[src/rtl/gauss_noise_gen_pkg.sv]
// Shared constants, types and helpers for the Gaussian noise generator:
// taus88 masks/shifts, minimum seeds, CLT offset and the phase enum.
package gauss_noise_pkg;

  localparam int SAMPLE_W = 16;
  localparam int WORD_W   = 32;
  localparam int BSUM_W   = 10;
  localparam int ACC_W    = 12;
  localparam int NUM_CH   = 2;

  // taus88 component masks
  localparam logic [WORD_W-1:0] TAUS_MASK1 = 32'hFFFF_FFFE;
  localparam logic [WORD_W-1:0] TAUS_MASK2 = 32'hFFFF_FFF8;
  localparam logic [WORD_W-1:0] TAUS_MASK3 = 32'hFFFF_FFF0;

  // taus88 shift constants: A = inner left shift, B = right shift, C = masked left shift
  localparam int unsigned TAUS1_A = 13;
  localparam int unsigned TAUS1_B = 19;
  localparam int unsigned TAUS1_C = 12;
  localparam int unsigned TAUS2_A = 2;
  localparam int unsigned TAUS2_B = 25;
  localparam int unsigned TAUS2_C = 4;
  localparam int unsigned TAUS3_A = 3;
  localparam int unsigned TAUS3_B = 11;
  localparam int unsigned TAUS3_C = 17;

  // Smallest legal state per component; smaller seeds would lock the
  // component's masked bits at zero and degrade the sequence.
  localparam logic [WORD_W-1:0] TAUS_MIN1 = 32'd2;
  localparam logic [WORD_W-1:0] TAUS_MIN2 = 32'd8;
  localparam logic [WORD_W-1:0] TAUS_MIN3 = 32'd16;

  // Mean of the sum of 12 uniform bytes (12 * 127.5)
  localparam logic signed [ACC_W:0] CLT_OFFSET = 13'sd1530;

  typedef enum logic [1:0] {PH0, PH1, PH2} phase_e;

  function automatic logic [WORD_W-1:0] taus_sanitise(input logic [WORD_W-1:0] seed,
                                                       input logic [WORD_W-1:0] min_seed);
    return (seed < min_seed) ? min_seed : seed;
  endfunction

  function automatic logic [BSUM_W-1:0] byte_sum(input logic [WORD_W-1:0] w);
    return BSUM_W'(w[7:0]) + BSUM_W'(w[15:8]) + BSUM_W'(w[23:16]) + BSUM_W'(w[31:24]);
  endfunction

endpackage

[src/rtl/gauss_noise_gen_urng.sv]
// taus88 uniform generator: three component state registers with seed
// sanitising on load. The word output is formed from the next state so the
// first word after load is the first taus88 output of the seeds.
module taus88_urng
  import gauss_noise_pkg::*;
(
  input  logic              clk_i,
  input  logic              load_i,
  input  logic [WORD_W-1:0] seed1_i,
  input  logic [WORD_W-1:0] seed2_i,
  input  logic [WORD_W-1:0] seed3_i,
  output logic [WORD_W-1:0] word_o
);

  logic [WORD_W-1:0] s1_q, s2_q, s3_q;
  logic [WORD_W-1:0] s1_d, s2_d, s3_d;

  // One taus88 step of each component from the current state
  always_comb begin
    s1_d = ((s1_q & TAUS_MASK1) << TAUS1_C) ^ (((s1_q << TAUS1_A) ^ s1_q) >> TAUS1_B);
    s2_d = ((s2_q & TAUS_MASK2) << TAUS2_C) ^ (((s2_q << TAUS2_A) ^ s2_q) >> TAUS2_B);
    s3_d = ((s3_q & TAUS_MASK3) << TAUS3_C) ^ (((s3_q << TAUS3_A) ^ s3_q) >> TAUS3_B);
  end

  assign word_o = s1_d ^ s2_d ^ s3_d;

  // State registers: reload sanitised seeds while loading, else advance
  always_ff @(posedge clk_i) begin
    if (load_i) begin
      s1_q <= taus_sanitise(seed1_i, TAUS_MIN1);
      s2_q <= taus_sanitise(seed2_i, TAUS_MIN2);
      s3_q <= taus_sanitise(seed3_i, TAUS_MIN3);
    end else begin
      s1_q <= s1_d;
      s2_q <= s2_d;
      s3_q <= s3_d;
    end
  end

endmodule

[src/rtl/gauss_noise_gen.sv]
// Two-channel AWGN source: each channel sums 12 uniform bytes (three taus88
// words) and removes the mean, giving ~N(0,1) samples in signed Q8.8.
// Both channels share one phase counter and one valid pulse.
module gauss_noise_gen
  import gauss_noise_pkg::*;
(
  input  logic                iClk,
  input  logic                iRst,
  input  logic [WORD_W-1:0]   iUrng_seed1,
  input  logic [WORD_W-1:0]   iUrng_seed2,
  input  logic [WORD_W-1:0]   iUrng_seed3,
  input  logic [WORD_W-1:0]   iUrng_seed4,
  input  logic [WORD_W-1:0]   iUrng_seed5,
  input  logic [WORD_W-1:0]   iUrng_seed6,
  output logic [SAMPLE_W-1:0] oAwgn1,
  output logic [SAMPLE_W-1:0] oAwgn2,
  output logic                oValid
);

  logic                urng_load;
  logic [WORD_W-1:0]   seed1 [NUM_CH];
  logic [WORD_W-1:0]   seed2 [NUM_CH];
  logic [WORD_W-1:0]   seed3 [NUM_CH];
  phase_e              phase_q, phase_d;
  logic                valid_q, valid_d;

  // Generators reload their seeds for as long as reset is held
  assign urng_load = ~iRst;

  assign seed1[0] = iUrng_seed1;
  assign seed2[0] = iUrng_seed2;
  assign seed3[0] = iUrng_seed3;
  assign seed1[1] = iUrng_seed4;
  assign seed2[1] = iUrng_seed5;
  assign seed3[1] = iUrng_seed6;

  // Phase sequencing: the third word of each group completes a sample
  always_comb begin
    phase_d = phase_q;
    valid_d = 1'b0;
    unique case (phase_q)
      PH0: phase_d = PH1;
      PH1: phase_d = PH2;
      PH2: begin
        phase_d = PH0;
        valid_d = 1'b1;
      end
      default: phase_d = PH0;
    endcase
  end

  // Phase and valid registers
  always_ff @(posedge iClk) begin
    if (!iRst) begin
      phase_q <= PH0;
      valid_q <= 1'b0;
    end else begin
      phase_q <= phase_d;
      valid_q <= valid_d;
    end
  end

  for (genvar gi = 0; gi < NUM_CH; gi++) begin : g_ch
    logic [WORD_W-1:0]     word;
    logic [BSUM_W-1:0]     bsum;
    logic [ACC_W-1:0]      acc_q, acc_d;
    logic [SAMPLE_W-1:0]   sample_q, sample_d;
    logic [ACC_W:0]        total;
    logic signed [ACC_W:0] centred;

    taus88_urng u_urng (
      .clk_i   (iClk),
      .load_i  (urng_load),
      .seed1_i (seed1[gi]),
      .seed2_i (seed2[gi]),
      .seed3_i (seed3[gi]),
      .word_o  (word)
    );

    assign bsum = byte_sum(word);
    // Full 12-byte total fits 12 bits (max 3060); one extra bit makes it signed-safe
    assign total   = {1'b0, acc_q} + (ACC_W+1)'(bsum);
    assign centred = $signed(total) - CLT_OFFSET;

    // Accumulate over phases 0/1, emit the centred total on phase 2
    always_comb begin
      acc_d    = acc_q;
      sample_d = sample_q;
      unique case (phase_q)
        PH0: acc_d = ACC_W'(bsum);
        PH1: acc_d = acc_q + ACC_W'(bsum);
        PH2: sample_d = {{(SAMPLE_W-ACC_W-1){centred[ACC_W]}}, centred};
        default: acc_d = acc_q;
      endcase
    end

    // Accumulator and output sample registers
    always_ff @(posedge iClk) begin
      if (!iRst) begin
        acc_q    <= '0;
        sample_q <= '0;
      end else begin
        acc_q    <= acc_d;
        sample_q <= sample_d;
      end
    end
  end

  assign oAwgn1 = g_ch[0].sample_q;
  assign oAwgn2 = g_ch[1].sample_q;
  assign oValid = valid_q;

endmodule

[config.mk]
export PLATFORM = sky130hd
export DESIGN_NAME = gauss_noise_gen
export DESIGN_NICKNAME = d
export VERILOG_FILES = /design/src/rtl/gauss_noise_gen_pkg.sv /design/src/rtl/gauss_noise_gen_urng.sv /design/src/rtl/gauss_noise_gen.sv
export SDC_FILE = /design/constraint.sdc
export NUM_CORES = 1
export LEC_CHECK = 0
export CAP_MARGIN = 40
export CORE_MARGIN = 1
export CORE_UTILIZATION = 25
export DETAILED_ROUTE_END_ITERATION = 10
export PLACE_DENSITY = 0.47
export SLEW_MARGIN = 20
export SYNTH_ARGS = -nofsm -noshare
export SYNTH_HDL_FRONTEND = slang
export SYNTH_SLANG_ARGS = --single-unit
[constraint.sdc]
create_clock -name iClk -period 14.1 [get_ports iClk]
set_input_delay 1.41 -clock iClk [delete_from_list [all_inputs] [get_ports iClk]]
set_output_delay 1.41 -clock iClk [all_outputs]
set_load 0.02 [all_outputs]
==> metrics.txt <==
# TYPE chip_impl_metric gauge
chip_impl_info{name="cts_tree",value="yes"} 1
chip_impl_metric{name="std_cell_rows",unit=""} 84
chip_impl_metric{name="drc",unit=""} 32
chip_impl_metric{name="clock_tree.htree_level_count",unit=""} 1
chip_impl_metric{name="start_util",unit="%"} 25.4
chip_impl_metric{name="cts_repair_resize_count",unit=""} 0
chip_impl_metric{name="yosys_warning_count",unit=""} 0
chip_impl_metric{name="grt_remaining_overflow",unit=""} 0
chip_impl_metric{name="clock_transition_at_the_register_clock_pins_on_the_worst_setup_and_hold_paths_after_cts",unit="ps"} 60
chip_impl_metric{name="floorplan.io_pins",unit=""} 227
chip_impl_info{name="crit-reg2reg-capture",value="oAwgn1[12]"} 1
chip_impl_info{name="setup.worst_path.class",value="flip-flop to flip-flop"} 1
chip_impl_info{name="hold_end",value="oAwgn2[4]"} 1
chip_impl_metric{name="finish.instance_area",unit="µm²"} 17200
chip_impl_metric{name="grt.met3_usage",unit="%"} 2.48
chip_impl_metric{name="max_freq",unit="MHz"} 172
chip_impl_metric{name="drtAntennaViolNets",unit=""} 0
chip_impl_metric{name="grt_pass1_vias",unit=""} 10500
chip_impl_metric{name="synthToLayoutAreaGrowth",unit="%"} 28.5
chip_impl_info{name="grt.busiest_layer",value="met2"} 1
chip_impl_info{name="run_status",value="finished, violations left"} 1
chip_impl_metric{name="clock-skew-final",unit="ps"} 26.4
chip_impl_metric{name="detail_route.vias_per_cell",unit=""} 4.42
chip_impl_metric{name="nNetsFinal",unit=""} 1912
chip_impl_info{name="hold_start",value="oAwgn2[4]"} 1
chip_impl_metric{name="cp_data_arrival_time",unit="ps"} 6320
chip_impl_metric{name="cts_buffers",unit=""} 29
chip_impl_metric{name="slew_headroom",unit="%"} 43.5
chip_impl_metric{name="finalWorstPathRequiredPeriod",unit="ps"} 5800
chip_impl_info{name="critical_path.startpoint_type",value="flip-flop"} 1
chip_impl_metric{name="syn_avg_cell_area",unit="µm²"} 9.49
chip_impl_metric{name="post_dp_cell_area",unit="µm²"} 16200
chip_impl_metric{name="post_cts_hold_buffer_count",unit=""} 0
chip_impl_metric{name="timing.reg2reg.setup_slack",unit="ps"} 8300
chip_impl_info{name="setup_repair_after_global_routing_missed_its_margin",value="no"} 1
chip_impl_metric{name="synth_enable_flop_cells",unit=""} 0
chip_impl_info{name="rr_startpoint",value="g_ch[0].u_urng.s3_q[12]"} 1
chip_impl_metric{name="path_max_fanout",unit=""} 6
chip_impl_metric{name="post_synth_instance_area",unit="µm²"} 13400
chip_impl_metric{name="timing.reg2reg.worst_path_depth",unit=""} 21
chip_impl_metric{name="maximum_number_of_pins_on_one_net_before_global_route_repair",unit=""} 111
chip_impl_metric{name="final_number_of_max_transition_violations",unit=""} 0
chip_impl_metric{name="grt_antenna_before_repair",unit=""} 4
chip_impl_metric{name="drt_first_pass_iters",unit=""} 8
chip_impl_metric{name="tns",unit="ps"} 0
chip_impl_info{name="most-common-layout-cells",value="229 x sky130_fd_sc_hd__dfxtp_1, 209 x sky130_fd_sc_hd__clkdlybuf4s50_1, 189 x sky130_fd_sc_hd__xnor2_1"} 1
chip_impl_metric{name="layout.core_utilization",unit="%"} 32.6
chip_impl_metric{name="clockBufferDepth",unit=""} 3
chip_impl_info{name="worstHoldPathType",value="flip-flop to flip-flop"} 1
chip_impl_metric{name="global_routing_met1_resource_utilization",unit="%"} 21.3
chip_impl_metric{name="cap_viol_max_count",unit=""} 0
chip_impl_metric{name="postSynthNetCount",unit=""} 1718
chip_impl_metric{name="detailroute.via_count",unit=""} 10200
chip_impl_metric{name="detail_route.iter0.violations",unit=""} 537
chip_impl_info{name="cp-startpoint",value="g_ch[0].u_urng.s3_q[12]"} 1
chip_impl_metric{name="synth-async-reset-ratio",unit="%"} 0
chip_impl_metric{name="worst_skew_pair.late_latency",unit="ps"} 580
chip_impl_metric{name="cts.repair_timing.setup_buffer_count",unit=""} 0
chip_impl_metric{name="worst_slew_pin_slew",unit="ps"} 847
chip_impl_metric{name="route.final.wire_length",unit="µm"} 41500
chip_impl_metric{name="grt_usage",unit="%"} 15.1
chip_impl_metric{name="min_delay_path_depth",unit=""} 2
chip_impl_metric{name="grt_util_met2",unit="%"} 24.2
chip_impl_metric{name="post_drt_wl_per_cell",unit="µm"} 17.9
chip_impl_metric{name="synth_cell_types",unit=""} 64
chip_impl_metric{name="synth-seq-cells",unit=""} 229
chip_impl_metric{name="finalWeightedCongestion",unit=""} 0.840
chip_impl_metric{name="share_of_post_route_cells_with_drive_strength_above_1",unit="%"} 10.8
chip_impl_metric{name="finalHoldViolCount",unit=""} 0
chip_impl_metric{name="setup-violations-final",unit=""} 0
chip_impl_metric{name="clock-sinks",unit=""} 229
chip_impl_metric{name="buffer_ports.inserted",unit=""} 210
chip_impl_metric{name="fillCellCount",unit=""} 5460
chip_impl_metric{name="dieHeight",unit="µm"} 234
chip_impl_metric{name="cp_data_required_time",unit="ps"} 14610
chip_impl_metric{name="floorplan.die_area",unit="µm²"} 54500
chip_impl_info{name="violations",value="DRC"} 1
chip_impl_metric{name="placeableCoreArea",unit="µm²"} 52800
chip_impl_info{name="synth_ff_type",value="sky130_fd_sc_hd__dfxtp_1"} 1
chip_impl_info{name="final_common_cell",value="sky130_fd_sc_hd__dfxtp_1"} 1
chip_impl_metric{name="fp.dieW",unit="µm"} 234
chip_impl_metric{name="number_of_instances_in_the_synthesized_netlist",unit=""} 1412
chip_impl_metric{name="timing.final.crit_share",unit="%"} 41.2
chip_impl_metric{name="synth.yosys.seq_area_share",unit="%"} 34.2
chip_impl_info{name="cts-root-buf",value="sky130_fd_sc_hd__clkbuf_16"} 1
chip_impl_metric{name="hpwlAfterDp",unit="µm"} 33600
chip_impl_metric{name="grt_pass1_wl",unit="µm"} 62700
chip_impl_info{name="timing.critical_path.to_type",value="flip-flop"} 1
registers in the layout, indices dropped and copies added (netlist names):
signal / count
g_ch.acc_q: 24
g_ch.u_urng.s1_q: 62
g_ch.u_urng.s2_q: 58
g_ch.u_urng.s3_q: 56
oAwgn1: 13
oAwgn2: 13
oValid: 1
phase_q: 2
cells in the mapped netlist, drive strengths merged (2+ instances only):
cell	n	area (µm²)
nor3	8	40.0
a221oi	2	17.5
nor4	41	257
a2111oi	2	23.8
nor2	159	599
nor2b	9	56.3
ha	65	813
dfxtp	229	4580
or4	5	37.5
clkbuf	36	135
buf	18	116
nand3b	3	22.5
xnor2	189	1660
and3	2	12.5
nand4	7	43.8
xor2	59	517
nand2	43	161
a21oi	99	499
inv	104	390
nor3b	3	22.5
mux2i	10	100
fa	47	941
nand3	16	80.1
o2111ai	2	17.5
a41oi	5	43.8
o21bai	6	45.0
a31oi	6	37.5
a21o	10	75.1
a31o	5	43.8
nand2b	18	115
a211o	7	62.6
mux2	113	1270
o211ai	6	45.0
a2bb2oi	2	17.5
a311oi	2	17.5
a211oi	16	120
nand4b	3	26.3
o21ai	38	190
worst max-delay path, stage by stage, from the launching register on:
cell and delay (ps):
sky130_fd_sc_hd__dfxtp_1 510, sky130_fd_sc_hd__xnor2_1 120, sky130_fd_sc_hd__xnor2_1 220, sky130_fd_sc_hd__xnor2_1 120, sky130_fd_sc_hd__fa_1 550, sky130_fd_sc_hd__inv_1 60, sky130_fd_sc_hd__fa_1 540, sky130_fd_sc_hd__inv_1 40
sky130_fd_sc_hd__ha_1 230, sky130_fd_sc_hd__fa_1 440, sky130_fd_sc_hd__a211oi_1 330, sky130_fd_sc_hd__o21bai_1 120, sky130_fd_sc_hd__a21oi_1 180, sky130_fd_sc_hd__xor2_1 400, sky130_fd_sc_hd__inv_1 150, sky130_fd_sc_hd__ha_1 340
sky130_fd_sc_hd__ha_1 290, sky130_fd_sc_hd__o21ai_1 160, sky130_fd_sc_hd__a21oi_1 90, sky130_fd_sc_hd__a211o_1 320, sky130_fd_sc_hd__a2111oi_2 390, sky130_fd_sc_hd__a31o_1 140
layout make-up:
class                      instances  area [µm²]  area share [%]
clock buffer                      44         862            5.01
antenna                            2        5.00          0.0291
timing repair buffer             217        2180            12.7
tap                              688         861            5.00
sequential                       229        4580            26.6
clock inverter                     8         158           0.916
inverter                         104         390            2.27
multi-input combinational       1025        8170            47.5
through the flow:
stage	cells	worst slack, ps	hold slack, ps
final	2317	8300	450
after global routing	2315	7790	463
after CTS	2314	8270	453
after detailed placement	2262	8290	447
after global placement	2262	8300	445
after floorplan	1412	9050	461
layer usage:
metal / routed length (µm) / share of wire (%) / vias up
li1: - / - / 5165
met1: 20600 / 50 / 4828
met2: 18500 / 45 / 211
met3: 1690 / 4.1 / 43
met4: 747 / 1.8 / 2
met5: 13 / 0.031 / -
worst max path at each step:
| stage | to | slack [ps] | depth (start not counted) |
|---|---|---|---|
| after global routing | oAwgn1[12] | 7790 | 21 |
| after floorplan | oAwgn1[12] | 9050 | 21 |
| after CTS | oAwgn1[12] | 8270 | 21 |
| after global placement | oAwgn1[12] | 8300 | 21 |
| final | oAwgn1[12] | 8300 | 21 |
| after detailed placement | oAwgn1[12] | 8290 | 21 |
logic make-up (layout without fill, tap and decap cells):
kind of cell	count (synthesis)	count (layout)	share of synthesized area (%)
xor gates and xnor gates	248	248	16.2
and+or+nand+nor	324	324	11.4
AOI/OAI and AO/OA	218	218	10.0
muxes	123	123	10.2
buffers and inverters	158	373	4.79
DFF	229	229	34.2
adders and majority gates	112	112	13.1
other	0	2	0
Power is left out: the tool's default activity adds up to more than one toggle a clock period on the data nets, which glitch-free logic cannot reach.
